### config.mk
export PLATFORM = sky130hd
export DESIGN_NAME = approx_cmp_err_monitor
export DESIGN_NICKNAME = d
export VERILOG_FILES = /design/src/rtl/approx_cmp_err_monitor.sv
export SDC_FILE = /design/constraint.sdc
export NUM_CORES = 1
export LEC_CHECK = 0
export ABC_AREA = 1
export BUFFER_PORTS_ARGS = -buffer_cell sky130_fd_sc_hd__buf_2
export CAP_MARGIN = 20
export CORE_MARGIN = 2
export CORE_UTILIZATION = 57
export CTS_CLUSTER_SIZE = 30
export DETAILED_ROUTE_END_ITERATION = 8
export GPL_TIMING_DRIVEN = 0
export PLACE_DENSITY = 0.8
export REMOVE_ABC_BUFFERS = 1
export SETUP_SLACK_MARGIN = 0.4
export SLEW_MARGIN = 10
export SYNTH_ARGS = -nofsm -noshare
export SYNTH_HDL_FRONTEND = slang
export SYNTH_SLANG_ARGS = --single-unit
### constraint.sdc
create_clock -name clk -period 3.3 [get_ports clk]
set_input_delay 0.66 -clock clk [delete_from_list [all_inputs] [get_ports clk]]
set_output_delay 0.66 -clock clk [all_outputs]
set_load 0.01 [all_outputs]
### src/rtl/approx_cmp_err_monitor.sv
// Windowed mismatch/illegal-output counter for the approximate comparator.
// Define APPROX_MON_ILLEGAL_EN to enable the illegal_count datapath.
module approx_cmp_err_monitor #(
    parameter int WIDTH    = 4,
    parameter int WIN_LOG2 = 4,
    parameter int CNT_W    = WIN_LOG2 + 1
) (
    input  logic             clk,
    input  logic             rst,
    input  logic             in_valid,
    output logic             in_ready,
    input  logic [WIDTH-1:0] a,
    input  logic [WIDTH-1:0] b,
    input  logic             eq,
    input  logic             gt,
    input  logic             lt,
    output logic             win_valid,
    output logic [CNT_W-1:0] err_count,
    output logic [CNT_W-1:0] illegal_count
);

    localparam logic [1:0] ACCUM  = 2'd0;
    localparam logic [1:0] FLUSH  = 2'd1;
    localparam logic [1:0] REPORT = 2'd2;

    localparam logic [CNT_W-1:0] WIN_LAST = CNT_W'((1 << WIN_LOG2) - 1);

    logic [1:0]       state;
    logic [CNT_W-1:0] smp_cnt;
    logic [CNT_W-1:0] acc_err;
    logic [CNT_W-1:0] acc_err_nxt;
    logic [WIDTH-1:0] s1_a;
    logic [WIDTH-1:0] s1_b;
    logic [2:0]       s1_dec;
    logic             s1_vld;
    logic [2:0]       exact;
    logic             err_hit;
    logic             xfer;

    assign in_ready = (state == ACCUM) & ~rst;
    assign xfer     = in_valid & in_ready;

    always_comb begin
        exact = 3'b001;
        if (s1_a == s1_b)
            exact = 3'b100;
        else if (s1_a > s1_b)
            exact = 3'b010;
    end

    assign err_hit     = s1_vld & (s1_dec != exact);
    assign acc_err_nxt = acc_err + CNT_W'(err_hit);

    always_ff @(posedge clk) begin
        if (rst) begin
            state     <= ACCUM;
            smp_cnt   <= '0;
            acc_err   <= '0;
            s1_vld    <= 1'b0;
            s1_a      <= '0;
            s1_b      <= '0;
            s1_dec    <= '0;
            win_valid <= 1'b0;
            err_count <= '0;
        end else begin
            s1_vld    <= xfer;
            win_valid <= 1'b0;
            if (xfer) begin
                s1_a    <= a;
                s1_b    <= b;
                s1_dec  <= {eq, gt, lt};
                smp_cnt <= smp_cnt + 1'b1;
            end
            case (state)
                ACCUM: begin
                    acc_err <= acc_err_nxt;
                    if (xfer && smp_cnt == WIN_LAST)
                        state <= FLUSH;
                end
                FLUSH: begin
                    // The window's last sample lands in the report directly.
                    acc_err   <= acc_err_nxt;
                    err_count <= acc_err_nxt;
                    win_valid <= 1'b1;
                    state     <= REPORT;
                end
                REPORT: begin
                    smp_cnt <= '0;
                    acc_err <= '0;
                    state   <= ACCUM;
                end
                default: state <= ACCUM;
            endcase
        end
    end

`ifdef APPROX_MON_ILLEGAL_EN
    logic [CNT_W-1:0] acc_ill;
    logic [CNT_W-1:0] acc_ill_nxt;
    logic             ill_hit;
    logic [CNT_W-1:0] ill_q;

    assign ill_hit     = s1_vld & ~(s1_dec inside {3'b100, 3'b010, 3'b001});
    assign acc_ill_nxt = acc_ill + CNT_W'(ill_hit);

    always_ff @(posedge clk) begin
        if (rst) begin
            acc_ill <= '0;
            ill_q   <= '0;
        end else begin
            case (state)
                FLUSH: begin
                    acc_ill <= acc_ill_nxt;
                    ill_q   <= acc_ill_nxt;
                end
                REPORT:  acc_ill <= '0;
                default: acc_ill <= acc_ill_nxt;
            endcase
        end
    end

    assign illegal_count = ill_q;
`else
    assign illegal_count = '0;
`endif

endmodule
-- Yosys cells after proc, flatten, opt, wreduce, memory -nomap -nowiden
Index checks and enable logic that the tools add are counted.
W data, S select, Z words.
- bits in registers: 30
- output and inout port bits: 12
- bits of input ports: 14
- add/subtract/negate cells: 2
- magnitude comparators: 1
- mux-type cells: 6
- bitwise logic cells: 4
- eq/ne operators: 6
- reduce and logical (&&, ||, !) cells: 5
- operators with widths (cell ; count):
    $pmux W5 S2 ; 1
    $add A5 B1 Y5 ; 1
    $add A5 B1 Y5 const B ; 1
    $eq A5 B4 Y1 const B ; 1
    $eq A4 B4 Y1 ; 1
    $gt A4 B4 Y1 ; 1
    $mux W2 ; 2
    $pmux W2 S2 ; 1
    $reduce_or A2 Y1 ; 2
    $and A1 B1 Y1 ; 3
    $mux W3 ; 1
    $ne A3 B3 Y1 ; 1
    $eq A2 B1 Y1 const B ; 1
    $eq A2 B2 Y1 const B ; 1
    $logic_not A2 Y1 ; 1
    $ne A2 B1 Y1 const B ; 1
    $reduce_bool A2 Y1 ; 1
    $logic_and A1 B1 Y1 ; 1
    $mux W1 ; 1
    $not A1 Y1 ; 1

-- Logic depth before layout (Yosys ltp)
- word-level depth: 7
- gate-level depth with buffers: 17

-- Worst setup path before layout
Ideal clock, no wire load.
- path kind: register to register
- from: register s1_b[3]
- to: register err_count[4]
- slack: 1.265 ns
- setup time: 0.115 ns
- path buffers: 0
- data required time: 3.185 ns
- stages on the path, launching flop included: 15
- arrival: 1.919 ns
- cell sequence: dfxtp_1 > inv_1 > ha_1 > nand2_1 > nor2_1 > inv_1 > nand3_1 > nand2_1 > a21oi_1 > ha_1 > ha_1 > nand3_1 > xnor2_1 > o21ai_0 > inv_1
- word-level cells in the longest chain between the ends: 6
- RTL lines (element ; line ; RTL):
    from (decl) ; 33 ; logic [WIDTH-1:0] s1_b;
    from (signal assigned) ; 61 ; s1_b <= '0;
    from (signal assigned) ; 70 ; s1_b <= b;
    $gt A4 B4 Y1 ; 47 ; else if (s1_a > s1_b)
    $mux W2 ; 47 ;
    $mux W3 (*) ; 45 ; if (s1_a == s1_b)
    $ne A3 B3 Y1 (*) ; 51 ; assign err_hit = s1_vld & (s1_dec != exact);
    $and A1 B1 Y1 (*) ; 51 ;
    $add A5 B1 Y5 (*) ; 52 ; assign acc_err_nxt = acc_err + CNT_W'(err_hit);
    to (signal assigned) ; 83 ; err_count <= acc_err_nxt;
    to (decl) ; 18 ; output logic [CNT_W-1:0] err_count,
Every way passes the cells marked *; elsewhere a longest branch is shown, timed or not.
A chain may end at the register's enable or synchronous reset.

-- Worst setup path after layout
Ends and elaborated chain as after synthesis.

==> results.rst <==
.. list-table::
   :header-rows: 1

   * - Metric
     - Value
   * - Number of cells upsized or downsized after cts
     - 0
   * - CTS tree
     - done
   * - Dominant cells by area after synthesis
     - sky130_fd_sc_hd__dfxtp_1 44%, sky130_fd_sc_hd__nand2_1 9.3%, sky130_fd_sc_hd__a21oi_1 7.3%
   * - Cell class contributing the biggest share of worst-path delay
     - adder cells
   * - Number of search-and-repair iterations in the first detailed-routing pass
     - 4
   * - Worst path bufs/invs
     - 3
   * - Sinks on Clock Net
     - 30
   * - Run status
     - complete, no violations
   * - Total of buffers placed on input and output ports
     - 20
   * - Flop pwr share
     - 55.9%
   * - Flop2flop setup slack
     - 980 ps
   * - Critical-path cell list
     - inv_1 > ha_1 > nand2_1 > nor2_1 > inv_1 > nand3_1 > a21oi_1 > a21oi_1 > ha_1 > ha_1 > nand3_1 > xnor2_1 > o21ai_0 > inv_1
   * - Average wire per cell in the routed design
     - 10.9 um
   * - Total non-filler cell area in the finished layout
     - 0.00150 mm2
   * - CP max stage delay
     - 310 ps
   * - Path type of the worst setup path
     - reg -> reg
   * - Cell Area, Synth
     - 0.00137 mm2
   * - First-pass GRT wire length
     - 4120 um
   * - Number of routed nets with antenna violations
     - 0
   * - Antenna violations before repair
     - 0
   * - Maximum net fanout on the critical path
     - 3
   * - RSZ-0062 raised after global routing
     - false
   * - Die span in x
     - 53.0 um
   * - Inserted Clock Buffers
     - 5
   * - Category of the worst setup path launch point
     - register
   * - Clk Latency, worst-skew pair
     - 330 ps
   * - Worst path slowest cell
     - sky130_fd_sc_hd__dfxtp_1
   * - Global Route met3 Usage
     - 8.47%
   * - Portion of the post-synthesis area used by sequential elements
     - 43.9%
   * - Summed negative setup slack over all endpoints
     - 0 ps
   * - IO Pins
     - 26
   * - Worst EP arrival
     - 2550 ps
   * - DIE AREA
     - 0.00281 mm2
   * - Placer congestion estimate
     - 0.785
   * - Routed vias/inst
     - 4.98
   * - DRC
     - 0
   * - Final Max Tran Viols
     - 0
   * - Number of diodes
     - 0
   * - Die height
     - 53.0 um
   * - Post-CTS setup buffers
     - 0
   * - Clk buf depth
     - 2
   * - Fraction of layout instances using a drive strength above 1
     - 16.2%
   * - Non-filler cells in the finished layout
     - 225
   * - Row Count
     - 17
   * - Hold bufs inserted after CTS
     - 0
   * - Final count of hold timing violations
     - 0
   * - Placeable core region
     - 0.00223 mm2
   * - Setup violation total in the final timing report
     - 0
   * - Reg clk slew, reported paths
     - 90 ps
   * - Total detailed-routing wirelength
     - 2450 um
   * - Htree depth
     - 2
   * - Layout overhead on the synthesized area
     - 9.79%
   * - Via total after detailed routing
     - 1120
   * - Post-route clock period utilization
     - 70.4%
   * - Library cell used as clock root buffer
     - sky130_fd_sc_hd__clkbuf_4
   * - Power per standard cell area
     - 454 mW/mm2
   * - Synth Warn #
     - 0
   * - Met1 track demand over resource
     - 22.6%
   * - Number of standard cells after synthesis
     - 175
   * - Peak supply drop
     - 0.345 mV
   * - Final layout net count
     - 218
   * - Cell-internal power
     - 506 uW
   * - Number of library cell types mapped by synthesis
     - 22
   * - Net Sw Power
     - 175 uW
   * - HPWL after detailed placement
     - 1830 um
   * - Count of maximum capacitance violations
     - 0
   * - Total Routing Usage GR
     - 21.2%
   * - Final critical delay including setup and external delays
     - 2320 ps
   * - CP Capture Type
     - register
   * - Fin Clk Skew
     - 6.22 ps
   * - Global route overflow
     - 0
   * - Static Leakage
     - 0.000718 uW
   * - Maximum number of pins on one net before global-route repair
     - 22
   * - Fraction of post-synthesis cell area in the top cell type by area
     - 43.9%
   * - Placed Instances
     - 217
   * - Synthesized area per cell
     - 7.81 um2
   * - Worst min-delay path category
     - reg -> reg
   * - Post-route worst hold slack
     - 454 ps
   * - Power share of the clock group
     - 32.8%
   * - Initial core utilization
     - 61.2%
   * - Switching part of the total
     - 25.7%
   * - M2 GR Usage
     - 36.0%
   * - Data required time of the critical path
     - 3520 ps
   * - Cell type with the largest total area after synthesis
     - sky130_fd_sc_hd__dfxtp_1
   * - Synthesized flop and latch total
     - 30
   * - Gate power share
     - 11.4%
   * - Cell area after placement
     - 0.00144 mm2
   * - Peak-usage layer in the global routing report
     - met2
   * - Maximum operating frequency
     - 0.430 GHz
   * - DR iter-0 viols
     - 17
   * - Via count of the first global-routing pass
     - 1017
-- state kept, by name, indices dropped and copies added (netlist names) --
register,flops
acc_err,5
err_count,5
s1_a,4
s1_b,4
s1_dec,3
s1_vld,1
smp_cnt,5
state,2
win_valid,1
-- final cells by class --
class | instances | area (um2)
clock buffer | 7 | 55.1
clock inverter | 1 | 5.00
fill | 193 | 732
inverter | 21 | 78.8
multi-input combinational | 118 | 627
sequential | 30 | 601
tap | 28 | 35.0
timing repair buffer | 20 | 100
-- path summary, 6_finish.rpt --
path / startpoint / endpoint / cells after the start
hold / removal: smp_cnt[3]$_SDFFE_PP0P_ / smp_cnt[3]$_SDFFE_PP0P_ / 1
hold reg to reg: smp_cnt[3]$_SDFFE_PP0P_ / smp_cnt[3]$_SDFFE_PP0P_ / 1
setup reg to reg: s1_b[3]$_SDFFE_PP0P_ / err_count[4]$_SDFFE_PP0P_ / 14
setup / recovery: s1_b[3]$_SDFFE_PP0P_ / err_count[4]$_SDFFE_PP0P_ / 14
-- metrics by stage --
step / total power [uW] / worst slack, ps / util (%)
after CTS: 690 / 956 / 67.2
final: 681 / 977 / 67.2
after global routing: 722 / 813 / 67.2
after global placement: 461 / 1080 / 64.5
after floorplan: 442 / 1270 / -
after detailed placement: 466 / 982 / 64.5
-- synthesized netlist by cell type --
master / n
sky130_fd_sc_hd__o21ai_0: 10
sky130_fd_sc_hd__a32o_1: 2
sky130_fd_sc_hd__nand3_1: 6
sky130_fd_sc_hd__xnor2_1: 2
sky130_fd_sc_hd__o21bai_2: 1
sky130_fd_sc_hd__buf_2: 1
sky130_fd_sc_hd__dfxtp_1: 30
sky130_fd_sc_hd__inv_2: 1
sky130_fd_sc_hd__inv_1: 20
sky130_fd_sc_hd__nand2_1: 34
sky130_fd_sc_hd__clkbuf_1: 1
sky130_fd_sc_hd__xor2_1: 3
sky130_fd_sc_hd__nor2_1: 23
sky130_fd_sc_hd__nor2_4: 1
sky130_fd_sc_hd__o21ai_1: 1
sky130_fd_sc_hd__nand2_2: 1
sky130_fd_sc_hd__buf_6: 2
sky130_fd_sc_hd__a21oi_1: 20
sky130_fd_sc_hd__ha_1: 8
sky130_fd_sc_hd__conb_1: 1
sky130_fd_sc_hd__buf_4: 6
sky130_fd_sc_hd__nor3_4: 1
-- power by group through the flow --
| stage | logic, uW | registers, uW | clock network [uW] |
|---|---|---|---|
| global route | 90.1 | 382 | 250 |
| detailed placement | 77.1 | 389 | 0 |
| floorplan | 54.3 | 388 | 0 |
| global placement | 72.9 | 388 | 0 |
| CTS | 77.4 | 381 | 232 |
| finish | 77.4 | 381 | 223 |
-- layout by cell type, fill, tap and decap left out, types with 2 or more instances in the layout --
| cell | instances |
|---|---|
| sky130_fd_sc_hd__o21ai_0 | 10 |
| sky130_fd_sc_hd__dfxtp_1 | 30 |
| sky130_fd_sc_hd__a21oi_1 | 20 |
| sky130_fd_sc_hd__clkbuf_4 | 5 |
| sky130_fd_sc_hd__xnor2_1 | 2 |
| sky130_fd_sc_hd__nor2_1 | 23 |
| sky130_fd_sc_hd__ha_1 | 8 |
| sky130_fd_sc_hd__a32o_1 | 2 |
| sky130_fd_sc_hd__inv_1 | 20 |
| sky130_fd_sc_hd__conb_1 | 5 |
| sky130_fd_sc_hd__buf_2 | 20 |
| sky130_fd_sc_hd__xor2_1 | 3 |
| sky130_fd_sc_hd__nand3_1 | 6 |
| sky130_fd_sc_hd__nand2_1 | 34 |
-- cells by family (layout without fill, tap and decap cells) --
group	after synthesis	in the layout	synth area share, %
buf+inv	31	49	11.3
fa+ha+maj	8	8	7.32
simple gates	66	66	20.3
compound gates	34	34	13.6
xor+xnor	5	5	3.20
other cells	1	5	0.274
flops	30	30	43.9
-- routing by layer --
layer / up-vias / part of all wire [%] / wire, um
met3: 5 / 5.3 / 130
li1: 590 / - / -
met1: 496 / 43 / 1060
met4: 0 / 1.9 / 47
met2: 29 / 50 / 1220
met5: - / 0 / 0
-- worst register-to-register path, delay by kind of cell, from the launching register on --
| family | cells | cell delay (ps) |
|---|---|---|
| DFF | 1 | 310 |
| and+or+nand+nor | 4 | 480 |
| buffers and inverters | 3 | 210 |
| adders and majority gates | 3 | 690 |
| AOI/OAI and AO/OA | 3 | 370 |
| xor gates and xnor gates | 1 | 150 |
Note: power is estimated with default switching activity, not from simulation.
